File: src/rtl/grid_pass_scheduler.sv
// grid_pass_scheduler: sequences weight loading, image streaming, drain wait,
// psum capture and result emission for a NUM_ROWS x NUM_COLS PE grid.
// Optional macro GRID_SCHED_PSUM_ACCUM_EN: feed captured psums back into the
// grid on later passes and emit only once, after the final pass.
//
// state  | meaning
// IDLE   | waiting for start; cfg_passes sampled here
// LOAD_W | accepting NUM_ROWS weights, one row tag per handshake
// LOAD_X | accepting NUM_COLS images, one column tag per handshake
// DRAIN  | waiting DRAIN_CYCLES for the grid to settle, then capture psums
// EMIT   | streaming captured psums out, one column per handshake
module grid_pass_scheduler #(
    parameter int NUM_ROWS     = 12,
    parameter int NUM_COLS     = 14,
    parameter int DRAIN_CYCLES = 12
) (
    input  logic        clk,
    input  logic        rst,
    input  logic        start,
    input  logic [7:0]  cfg_passes,
    output logic        busy,
    output logic        done,
    input  logic [15:0] w_data,
    input  logic        w_valid,
    output logic        w_ready,
    input  logic [15:0] x_data,
    input  logic        x_valid,
    output logic        x_ready,
    output logic [15:0] weight_val_in,
    output logic [3:0]  tag_row,
    output logic        valid_y,
    output logic [15:0] image_val_in,
    output logic [3:0]  tag_col,
    output logic        valid_x,
    input  logic [31:0] psum_outs [NUM_COLS],
    output logic [31:0] psum_ins  [NUM_COLS],
    output logic [31:0] res_data,
    output logic [3:0]  res_col,
    output logic        res_last,
    output logic        res_valid,
    input  logic        res_ready
);

    typedef enum logic [2:0] {IDLE, LOAD_W, LOAD_X, DRAIN, EMIT} state_t;

    localparam logic [3:0] LAST_ROW = 4'(NUM_ROWS - 1);
    localparam logic [3:0] LAST_COL = 4'(NUM_COLS - 1);

    state_t      state_q, state_d;
    logic [7:0]  passes_q, passes_d;
    logic [3:0]  idx_q, idx_d;
    logic [7:0]  drain_q, drain_d;
    logic [31:0] buf_q [NUM_COLS];
    logic [31:0] buf_d [NUM_COLS];
    logic        busy_q, busy_d, done_q, done_d;
    logic        w_ready_q, w_ready_d, x_ready_q, x_ready_d;
    logic [15:0] weight_q, weight_d, image_q, image_d;
    logic [3:0]  tag_row_q, tag_row_d, tag_col_q, tag_col_d;
    logic        valid_y_q, valid_y_d, valid_x_q, valid_x_d;
    logic        res_valid_q, res_valid_d;
`ifdef GRID_SCHED_PSUM_ACCUM_EN
    logic        first_q, first_d;
`endif

    // Next-state and next-output computation for the whole sequencer.
    always_comb begin
        state_d     = state_q;
        passes_d    = passes_q;
        idx_d       = idx_q;
        drain_d     = drain_q;
        buf_d       = buf_q;
        done_d      = 1'b0;
        weight_d    = weight_q;
        tag_row_d   = tag_row_q;
        valid_y_d   = 1'b0;
        image_d     = image_q;
        tag_col_d   = tag_col_q;
        valid_x_d   = 1'b0;
`ifdef GRID_SCHED_PSUM_ACCUM_EN
        first_d     = first_q;
`endif
        case (state_q)
            IDLE: begin
                if (start) begin
                    if (cfg_passes == 8'd0) begin
                        done_d = 1'b1;
                    end else begin
                        state_d  = LOAD_W;
                        passes_d = cfg_passes;
                        idx_d    = '0;
`ifdef GRID_SCHED_PSUM_ACCUM_EN
                        first_d  = 1'b1;
`endif
                    end
                end
            end
            LOAD_W: begin
                if (w_valid && w_ready_q) begin
                    weight_d  = w_data;
                    tag_row_d = idx_q;
                    valid_y_d = 1'b1;
                    if (idx_q == LAST_ROW) begin
                        idx_d   = '0;
                        state_d = LOAD_X;
                    end else begin
                        idx_d = idx_q + 4'd1;
                    end
                end
            end
            LOAD_X: begin
                if (x_valid && x_ready_q) begin
                    image_d   = x_data;
                    tag_col_d = idx_q;
                    valid_x_d = 1'b1;
                    if (idx_q == LAST_COL) begin
                        idx_d   = '0;
                        drain_d = 8'(DRAIN_CYCLES);
                        state_d = DRAIN;
                    end else begin
                        idx_d = idx_q + 4'd1;
                    end
                end
            end
            DRAIN: begin
                // The cycle carrying the final valid_x is not counted.
                if (!valid_x_q) begin
                    if (drain_q == 8'd1) begin
                        buf_d = psum_outs;
                        idx_d = '0;
`ifdef GRID_SCHED_PSUM_ACCUM_EN
                        if (passes_q > 8'd1) begin
                            passes_d = passes_q - 8'd1;
                            first_d  = 1'b0;
                            state_d  = LOAD_W;
                        end else begin
                            state_d = EMIT;
                        end
`else
                        state_d = EMIT;
`endif
                    end else begin
                        drain_d = drain_q - 8'd1;
                    end
                end
            end
            EMIT: begin
                if (res_valid_q && res_ready) begin
                    if (idx_q == LAST_COL) begin
                        idx_d = '0;
                        if (passes_q > 8'd1) begin
                            passes_d = passes_q - 8'd1;
                            state_d  = LOAD_W;
                        end else begin
                            passes_d = '0;
                            done_d   = 1'b1;
                            state_d  = IDLE;
                        end
                    end else begin
                        idx_d = idx_q + 4'd1;
                    end
                end
            end
            default: state_d = IDLE;
        endcase
        busy_d      = (state_d != IDLE);
        w_ready_d   = (state_d == LOAD_W);
        x_ready_d   = (state_d == LOAD_X);
        res_valid_d = (state_d == EMIT);
    end

    // Sequencer state and registered outputs; reset abandons any pass silently.
    always_ff @(posedge clk or negedge rst) begin
        if (!rst) begin
            state_q     <= IDLE;
            passes_q    <= '0;
            idx_q       <= '0;
            drain_q     <= '0;
            for (int c = 0; c < NUM_COLS; c++) buf_q[c] <= '0;
            busy_q      <= 1'b0;
            done_q      <= 1'b0;
            w_ready_q   <= 1'b0;
            x_ready_q   <= 1'b0;
            weight_q    <= '0;
            tag_row_q   <= '0;
            valid_y_q   <= 1'b0;
            image_q     <= '0;
            tag_col_q   <= '0;
            valid_x_q   <= 1'b0;
            res_valid_q <= 1'b0;
`ifdef GRID_SCHED_PSUM_ACCUM_EN
            first_q     <= 1'b0;
`endif
        end else begin
            state_q     <= state_d;
            passes_q    <= passes_d;
            idx_q       <= idx_d;
            drain_q     <= drain_d;
            buf_q       <= buf_d;
            busy_q      <= busy_d;
            done_q      <= done_d;
            w_ready_q   <= w_ready_d;
            x_ready_q   <= x_ready_d;
            weight_q    <= weight_d;
            tag_row_q   <= tag_row_d;
            valid_y_q   <= valid_y_d;
            image_q     <= image_d;
            tag_col_q   <= tag_col_d;
            valid_x_q   <= valid_x_d;
            res_valid_q <= res_valid_d;
`ifdef GRID_SCHED_PSUM_ACCUM_EN
            first_q     <= first_d;
`endif
        end
    end

    // Feedback psums: zero on the first pass, captured buffer afterwards.
    always_comb begin
        for (int c = 0; c < NUM_COLS; c++) begin
`ifdef GRID_SCHED_PSUM_ACCUM_EN
            psum_ins[c] = first_q ? 32'd0 : buf_q[c];
`else
            psum_ins[c] = 32'd0;
`endif
        end
    end

    assign busy          = busy_q;
    assign done          = done_q;
    assign w_ready       = w_ready_q;
    assign x_ready       = x_ready_q;
    assign weight_val_in = weight_q;
    assign tag_row       = tag_row_q;
    assign valid_y       = valid_y_q;
    assign image_val_in  = image_q;
    assign tag_col       = tag_col_q;
    assign valid_x       = valid_x_q;
    assign res_valid     = res_valid_q;
    assign res_col       = res_valid_q ? idx_q : 4'd0;
    assign res_data      = res_valid_q ? buf_q[idx_q] : 32'd0;
    assign res_last      = res_valid_q && (idx_q == LAST_COL);

endmodule

File: config.mk
export PLATFORM = sky130hd
export DESIGN_NAME = grid_pass_scheduler
export DESIGN_NICKNAME = d
export VERILOG_FILES = /design/src/rtl/grid_pass_scheduler.sv
export SDC_FILE = /design/constraint.sdc
export NUM_CORES = 1
export LEC_CHECK = 0
export ABC_AREA = 1
export CORE_AREA = 5 5 394 396
export CTS_CLUSTER_DIAMETER = 150
export DETAILED_ROUTE_END_ITERATION = 8
export DIE_AREA = 0 0 399 401
export SLEW_MARGIN = 5
export SYNTH_ARGS = -nofsm -noshare
export SYNTH_HDL_FRONTEND = slang
export SYNTH_SLANG_ARGS = --single-unit
File: constraint.sdc
create_clock -name clk -period 2.8 [get_ports clk]
set_input_delay 0.56 -clock clk [delete_from_list [all_inputs] [get_ports clk]]
set_output_delay 0.56 -clock clk [all_outputs]
set_load 0.005 [all_outputs]
==> results.md, run 1 <==
- Clk sinks: 518
- Synth area leaders: dfrtp_1, nand2_1, buf_4
- #FFs+latches synth: 518
- Clock buffer depth: 3
- Power density of the placed cells: 747 nW/um^2
- Status: complete, but fails checks
- Reg2reg setup slack: 0.45 ns
- Core Box Area: about 150000 sq um
- Gr usage total: about 16%
- WL/cell: roughly 19 microns
- Origin of the critical flop-to-flop path: idx_q[0]
- Die area: approximately 160000 sq um
- Failing checks: negative setup slack
- Post-synth top area share: 43.9%
- DIE HEIGHT: approximately 400 microns
- Avg Cell Area, Syn: 7.31 sq um
- CP max FO: 21
- Final setup TNS: -10.62 ns
- Share of post-route cells with drive strength above 1: 12.1%
- Routed WL: 131000 microns
- Pre-CTS setup slack: -0.498 ns
- Inst Count DP: 6619
- DRC viols: 0
- Fin Hold WS: 0.434 ns
- VDD IR max: 0.430 mV
- Post-DP HPWL: 102000 microns
- DP Area: between 30000 and 40000 sq um
- Grt met1 use: 18.6%
- Crit start category: register
- CTS buffer count: 67
- Setup violations, final: 33
- Clk_skew: 0.0264 ns
- Rows: around 140
- Pre-antenna DRT Iters: 7
- Initial Util: 19.5%
- Critical path class: register to output pin
- DR vias: 26600
- Gr busiest metal: met2
- Via density per instance: 3.90
- Worst rel slew slack: 30.7%
- GP Congestion: 0.893
- MaxCap Viol Count: 0
- Clock period minus final worst setup slack: around 3.2 ns
- Final net count: between 5000 and 6000
- Initial antenna violation count: 11
- Die width: 399 microns
- Remaining global-route overflow: 0
- Number of global-route vias before repair: 26400
- Root Buffer: clkbuf_16
- Iter 0 DRT Violations: 1794
- Mapped Cells: 4042
- Routed Antenna Nets: 0
- IO Pins: 1026
- Synth Cell Area: 29600 sq um
- Register Area: 13000 sq um
- Buffers on Ports: between 500 and 600
- Final Power: about 30 mW
- Worst hold path class: input port to register
- Period utilisation layout: 115%
- CTS tree: yes
- Nature of the critical path endpoint: output pin
- Yosys warning count: 0
- CTS H-tree depth: 3
- Seq/Total Area, Yosys: 43.9%
- Fin. Hold Viols: 0
- Final worst slack: -0.420 ns
- Multi-input logic area: 12500 sq um
- Ys async rst share: between 90% and 100%
- RSZ-0062 raised after global routing: yes
- Top FF cell, synth: dfrtp_1
- FMAX: 311 MHz
- Crit. Startpoint: idx_q[0]
- First-pass GRT wire length: 185000 microns
- Leakage: 22.5 nW
- Count leader, synth: nand2_1
- Clock Latency Late Sink: between 0.6 and 0.7 ns
- Number of synthesized flops with an enable pin: 0
- Final core occ: 27.3%
- Synth-to-Final Area Change: 39.8%
- Crit path to: res_data[10]
- Number of distinct library cells after synthesis: 28
- Worst path arrival time: 2.66 ns
- # fillers: 16300
- CP required: 2.24 ns
- Synth top cells by count: nand2_1, inv_1, dfrtp_1
- GR Layer Usage met3: 3.03%
- Worst slew pin tran: 1.04 ns
- Reg2Reg Depth: 12
- Finished Layout Cells: 6804
- Pins Over Slew Limit: 0
- Largest net degree at the start of global routing: 107
- FF-to-FF End: drain_q[2]
- Fin area: a little over 40000 sq um
- Met2 GRT Util: approximately 28%
- Post-synth top area cell: dfrtp_1
- Clock transition at path regs: 0.06 ns
==> what timing repair did <==
item / 4_1_cts / 5_1_grt
pin swaps: 50 / 38
endpoints found under the hold margin: 34 / 0
gates cloned: 13 / 2
buffers inserted: 42 / 10
setup endpoints to repair: 35 / 34
resized for setup: 375 / 82
hold buffers: 1 / 0
==> metal layers <==
metal / routed length (microns) / up-vias
met5: 26 / -
met4: 5230 / 4
met3: 7600 / 176
met2: 66700 / 934
met1: 51600 / 12700
li1: - / 12800
==> worst min-delay path by stage <==
stage                               start         endpoint  slack (ns)  cells after the start
after floorplan                       rst         buf_q[0]        0.26                      0
after global placement    image_val_in[4]  image_val_in[4]        0.45                      2
after detailed placement  image_val_in[4]  image_val_in[4]        0.46                      2
after CTS                  psum_outs[330]       buf_q[330]        0.37                      3
after global routing       psum_outs[330]       buf_q[330]        0.40                      3
final                      psum_outs[377]       buf_q[377]        0.43                      3
==> cell families (layout without fill, tap and decap cells) <==
logic type / Yosys count / after routing / share of synthesized area [%]
compound gates: 576 / 576 / 10.1
xor+xnor: 5 / 5 / 0.148
fa+ha+maj: 6 / 6 / 0.254
buf+inv: 1268 / 1548 / 23.2
flops: 518 / 518 / 43.9
other cells: 1 / 453 / 0.0127
simple gates: 1668 / 1668 / 22.5
==> cell type report <==
cell class / count / area share (%)
Sequential cell: 518 / 31.4
Tap cell: 2030 / 6.15
Antenna cell: 5 / 0.0303
Clock inverter: 20 / 0.666
Timing Repair Buffer: 803 / 21.1
Timing Repair inverter: 2 / 0.112
Inverter: 625 / 5.74
Multi-Input combinational cell: 2703 / 30.2
Clock buffer: 98 / 4.61
==> cells in the final DEF, fill, tap and decap left out, drive strengths merged, types with 15 or more instances in the layout <==
cell           Yosys  layout
a21boi            32      32
a21oi             36      36
buf              547     252
clkbuf            96     101
clkdlybuf4s50      0     541
clkinv             2      15
conb               1     448
dfrtp            518     518
inv              623     627
nand2           1260    1260
nand3            193     193
nor2             176     176
o21ai            505     505
or2               32      32
==> state kept, by name, summed over array words and instances, names as in the netlist <==
signal and count:
buf_q 448, busy 1, done 1, drain_q 8
idx_q 4, image_val_in 16, passes_q 8, res_valid 1
state_q 3, tag_col 4, tag_row 4, valid_x 1
valid_y 1, w_ready 1, weight_val_in 16, x_ready 1
==> worst max-delay path, stage by stage, from the launching register on <==
cell and delay, ns:
dfrtp_4 0.57, buf_12 0.18, buf_16 0.15, buf_12 0.18
nand2_1 0.09, nand3_2 0.13, nand3_2 0.12, buf_12 0.11
nand3_2 0.08, a21oi_4 0.21, buf_2 0.16
==> where the power goes <==
group | leakage, nW | internal (mW) | switching, mW
Clock | 1.05 | 5.04 | 3.64
Sequential | 4.83 | 7.93 | 0.379
Combinational | 16.6 | 5.77 | 8.08
Total | 22.5 | 18.7 | 12.1
Note: power is estimated with default switching activity, not from simulation.
==> inputs of run 2 (changes only) <==
--- a/config.mk
+++ b/config.mk
@@ -6,11 +6,10 @@
 export NUM_CORES = 1
 export LEC_CHECK = 0
 export ABC_AREA = 1
-export CORE_AREA = 5 5 394 396
+export CORE_AREA = 2 2 403 405
 export CTS_CLUSTER_DIAMETER = 150
 export DETAILED_ROUTE_END_ITERATION = 8
-export DIE_AREA = 0 0 399 401
-export SLEW_MARGIN = 5
+export DIE_AREA = 0 0 405 407
 export SYNTH_ARGS = -nofsm -noshare
 export SYNTH_HDL_FRONTEND = slang
 export SYNTH_SLANG_ARGS = --single-unit
==> results.md, run 2 (synthesized netlist as in run 1, its figures left out) <==
- Status: complete, but fails checks
- Failing checks: negative setup slack
- Number of global-route vias before repair: 26000
- Worst Path Buf+Inv: 4
- Largest stage delay, worst path: between 0.5 and 0.6 ns
- Final worst slack: -0.409 ns
- Root Buffer: clkbuf_16
- Clk sinks: 518
- Rows: 147
- VDD IR max: 0.394 mV
- Share of post-route cells with drive strength above 1: a little under an eighth
- Core Box Area: around 160000 sq um
- First-pass GRT wire length: around 190000 microns
- Nature of the critical path endpoint: output pin
- Largest net degree at the start of global routing: 150
- Initial antenna violation count: 53
- IO Pins: a little over 1000
- Pins Over Slew Limit: 0
- Crit path cell chain: buf_12 -> buf_4 -> buf_4 -> nand2_1 -> nand2_1 -> nand2_1 -> a21boi_4 -> a21oi_2 -> buf_6
- Crit start category: register
- Critical path class: register to output pin
- Worst path top cell family by delay: buffers and inverters
- Gr usage total: 15.9%
- CTS buffer count: 68
- Cell mode on critical path: nand2_1
- Routed Antenna Nets: 0
- Commonest non-fill, non-tap cell in the layout: nand2_1
- Worst hold path class: input port to async pin
- Fin. Hold Viols: 0
- Iter 0 DRT Violations: 1465
- RSZ-0062 raised after global routing: yes
- DIE HEIGHT: 407 microns
- Pre-antenna DRT Iters: 5
- Die area: around 160000 sq um
- GP Congestion: 0.898
- Setup violations, final: 32
- Fin Hold WS: 0.378 ns
- Initial Util: 18.4%
- DR vias: 26600
- Clock period minus final worst setup slack: 3.21 ns
- CTS tree: yes
- Inst Count DP: 6750
- Via density per instance: 3.83
- Critical Path Slowest Stage Cell: dfrtp_4
- Die width: 405 microns
- Worst path arrival time: 2.65 ns
- Period utilisation layout: 115%
- Worst slew pin tran: 0.916 ns
- Leakage: 22.5 nW
- Remaining global-route overflow: 0
- Most frequent cells in the layout: nand2_1, inv_1, clkdlybuf4s50_1
- Final net count: 5200
- Worst rel slew slack: 38.9%
- Clk_skew: 0.0287 ns
- # fillers: 17300
- Buffers on Ports: 577
- Clock buffer depth: 3
- FMAX: 312 MHz
- Largest reg by FF count: buf_q
- Number of flip-flops in the largest register: between 400 and 500
- Post-DP HPWL: around 110000 microns
- Power density of the placed cells: 743 nW/um^2
- Reg2reg setup slack: roughly 0.38 ns
- CP max FO: 14
- DP Area: 37200 sq um
- Clock Latency Late Sink: roughly 0.67 ns
- MaxCap Viol Count: 0
- CP required: 2.24 ns
- Routed WL: around 130000 microns
- Fin area: 41500 sq um
- DRC viols: 0
- Synth-to-Final Area Change: 40.5%
- Finished Layout Cells: 6927
- CTS H-tree depth: 3
- WL/cell: slightly below 20 microns
- Clock transition at path regs: 0.06 ns
-- run 2: cell type report --
class                      count  area [sq um]  area share (%)
antenna                       12          30.0          0.0723
inverter                     625          2360            5.69
clock inverter                31           383           0.922
multi-input combinational   2703         12700            30.6
sequential                   518         13000            31.2
clock buffer                  94          1910            4.60
tap                         2160          2700            6.51
timing repair buffer         784          8460            20.4
-- run 2: per-layer routing --
metal,global-route usage [%],part of all wire [%],vias to the layer above
li1,-,-,12700
met1,18.6,40,12600
met2,28.6,51,989
met3,2.81,5.1,250
met4,6.32,4.2,6
met5,0,0.029,-
-- run 2: timing repair --
action                                  CTS  global route
pin swaps                               119            51
resized for setup                       391            54
buffers inserted                         36             3
gates cloned                             11             1
endpoints found under the hold margin    19             0
endpoints found under the setup margin   34            34
hold buffers                              1             0
-- run 2: final timing paths --
kind                                       from              end  cells after the start
worst max-delay path                   idx_q[0]     res_data[17]                      9
worst min-delay path                        rst             done                      2
worst max register to register       drain_q[1]       buf_q[162]                     10
worst min register to register  image_val_in[2]  image_val_in[2]                      2
max in group asynchronous                   rst        buf_q[90]                      4
min in group clk                 psum_outs[360]       buf_q[360]                      3
-- run 2: report_power, final --
group          internal (mW)  leakage, nW  switching, mW
logic                   5.54         16.5           7.90
clock network           5.31         1.11           3.81
registers               7.93         4.83          0.379
total                   18.8         22.5           12.1
-- run 2: metrics by stage --
step	setup TNS (ns)	total power, mW	setup WS (ns)	utilization (%)
after floorplan	0	13.6	0.779	-
after global placement	-2.99	19.5	-0.297	23.2
after detailed placement	-2.65	19.5	-0.252	23.2
after CTS	-13.06	31.2	-0.478	25.7
after global routing	-14.14	32.8	-0.486	25.9
final	-9.88	30.9	-0.409	25.9
==> inputs of run 3 (changes only) <==
--- a/config.mk
+++ b/config.mk
@@ -10,6 +10,8 @@
 export CTS_CLUSTER_DIAMETER = 150
 export DETAILED_ROUTE_END_ITERATION = 8
 export DIE_AREA = 0 0 405 407
+export DONT_BUFFER_PORTS = 1
+export SLEW_MARGIN = 40
 export SYNTH_ARGS = -nofsm -noshare
 export SYNTH_HDL_FRONTEND = slang
 export SYNTH_SLANG_ARGS = --single-unit
==> results.md, run 3 (synthesized netlist as in run 1, its figures left out) <==
- Clk_skew: roughly 0.039 ns
- Status: complete, but fails checks
- Worst path arrival time: 2.67 ns
- WL/cell: 19.8 microns
- DRC viols: 0
- Period utilisation layout: 115%
- Final setup TNS: -11.53 ns
- Clock buffer depth: 3
- Worst slew pin tran: 0.794 ns
- Worst hold path class: input port to async pin
- Largest net degree at the start of global routing: 140
- Root Buffer: clkbuf_16
- Setup violations, final: 33
- VDD IR max: between 0.4 and 0.5 mV
- CP required: 2.24 ns
- Finished Layout Cells: between 6000 and 7000
- MaxCap Viol Count: 0
- Initial antenna violation count: 14
- Via density per instance: 3.87
- Final core occ: 23.7%
- Leakage: ~21 nW
- Failing checks: negative hold slack, negative setup slack
- Die width: 405 microns
- CTS H-tree depth: 3
- Die area: approximately 160000 sq um
- Post-DP HPWL: 97400 microns
- Clock Latency Late Sink: 0.65 ns
- RSZ-0062 raised after global routing: yes
- Commonest non-fill, non-tap cell in the layout: nand2_1
- # fillers: 17300
- DR vias: 25200
- CTS buffer count: 66
- Routed Antenna Nets: 0
- Largest reg by FF count: buf_q
- Final net count: 4808
- First-pass GRT wire length: about 180000 microns
- Core Box Area: 160000 sq um
- Initial Util: 18.4%
- CP max FO: 9
- Routed WL: 129000 microns
- DIE HEIGHT: 407 microns
- Iter 0 DRT Violations: 1556
- Clock transition at path regs: 0.06 ns
- Final Power: between 30 and 40 mW
- Gr usage total: 15.3%
- DP Area: 31500 sq um
- GP Congestion: between 0.9 and 1
- Number of flip-flops in the largest register: 448
- Share of post-route cells with drive strength above 1: 12.6%
- Pre-antenna DRT Iters: 8
- Remaining global-route overflow: 0
- Final worst slack: -0.434 ns
- Fin. Hold Viols: 124
- FMAX: between 300 and 400 MHz
- Reg2reg setup slack: 0.43 ns
- Clock period minus final worst setup slack: 3.23 ns
- Rows: 147
- Fin area: around 38000 sq um
- Inst Count DP: 6183
- CTS tree: yes
- Power density of the placed cells: 820 nW/um^2
- Pre-CTS setup slack: -0.419 ns
- Nature of the critical path endpoint: output pin
- Most frequent cells in the layout: nand2_1, inv_1, dfrtp_1
- Fin Hold WS: -0.115 ns
- Clk sinks: 518
- Synth-to-Final Area Change: 28.4%
- Number of global-route vias before repair: 24600
- IO Pins: 1026
- Crit start category: register
- Worst rel slew slack: between 40% and 50%
- Critical path class: register to output pin
- Pins Over Slew Limit: 0
- Buffers on Ports: 0
- Post-CTS Hold Fix Bufs: 165
## run 3: worst paths after layout
| check | endpoint | cells past startpoint | startpoint |
|---|---|---|---|
| worst max-delay path | res_data[13] | 11 | idx_q[0] |
| max in group asynchronous | idx_q[1] | 4 | rst |
| min in group clk | buf_q[176] | 2 | psum_outs[176] |
| worst min-delay path | done | 1 | rst |
| worst min register to register | buf_q[92] | 2 | buf_q[92] |
| worst max register to register | idx_q[1] | 11 | idx_q[1] |
## run 3: timing repair
item	CTS	global route
pin swaps	56	35
gates cloned	21	5
hold endpoints to repair	289	124
gates resized for setup	316	73
endpoints found under the setup margin	33	33
buffers inserted	35	4
## run 3: routing by layer
metal	track usage, %	wire length [microns]	part of all wire [%]
met3	2.70	6520	5.0
met5	0	0	0
met1	17.7	50300	39
met2	27.6	66700	52
met4	6.28	5660	4.4
## run 3: power breakdown
part / total [mW] / switching [mW] / internal [mW]
Sequential: 8.40 / 0.470 / 7.93
Combinational: 14.1 / 8.48 / 5.63
Clock: 8.59 / 3.66 / 4.94
Total: 31.1 / 12.6 / 18.5
## run 3: cell type report
class                           instances  area, sq um  share of cell area (%)
Sequential cell                       518        13000                    34.2
Inverter                              625         2370                    6.25
Timing Repair inverter                  1         30.0                  0.0792
Tap cell                             2160         2700                    7.12
Clock inverter                         26          353                   0.930
Antenna cell                           13         32.5                  0.0858
Timing Repair Buffer                  393         4960                    13.1
Multi-Input combinational cell       2703        12700                    33.6
Clock buffer                           82         1780                    4.70
## run 3: worst max-delay path, cell delays in order, from the launching register on
cell and delay, ns:
dfrtp_4 0.50, buf_8 0.16, buf_16 0.16, bufbuf_16 0.30
nand2_1 0.06, nand2_2 0.07, buf_12 0.12, nand2_2 0.07
nand3_4 0.15, nand3_4 0.14, a21oi_4 0.09, buf_6 0.15
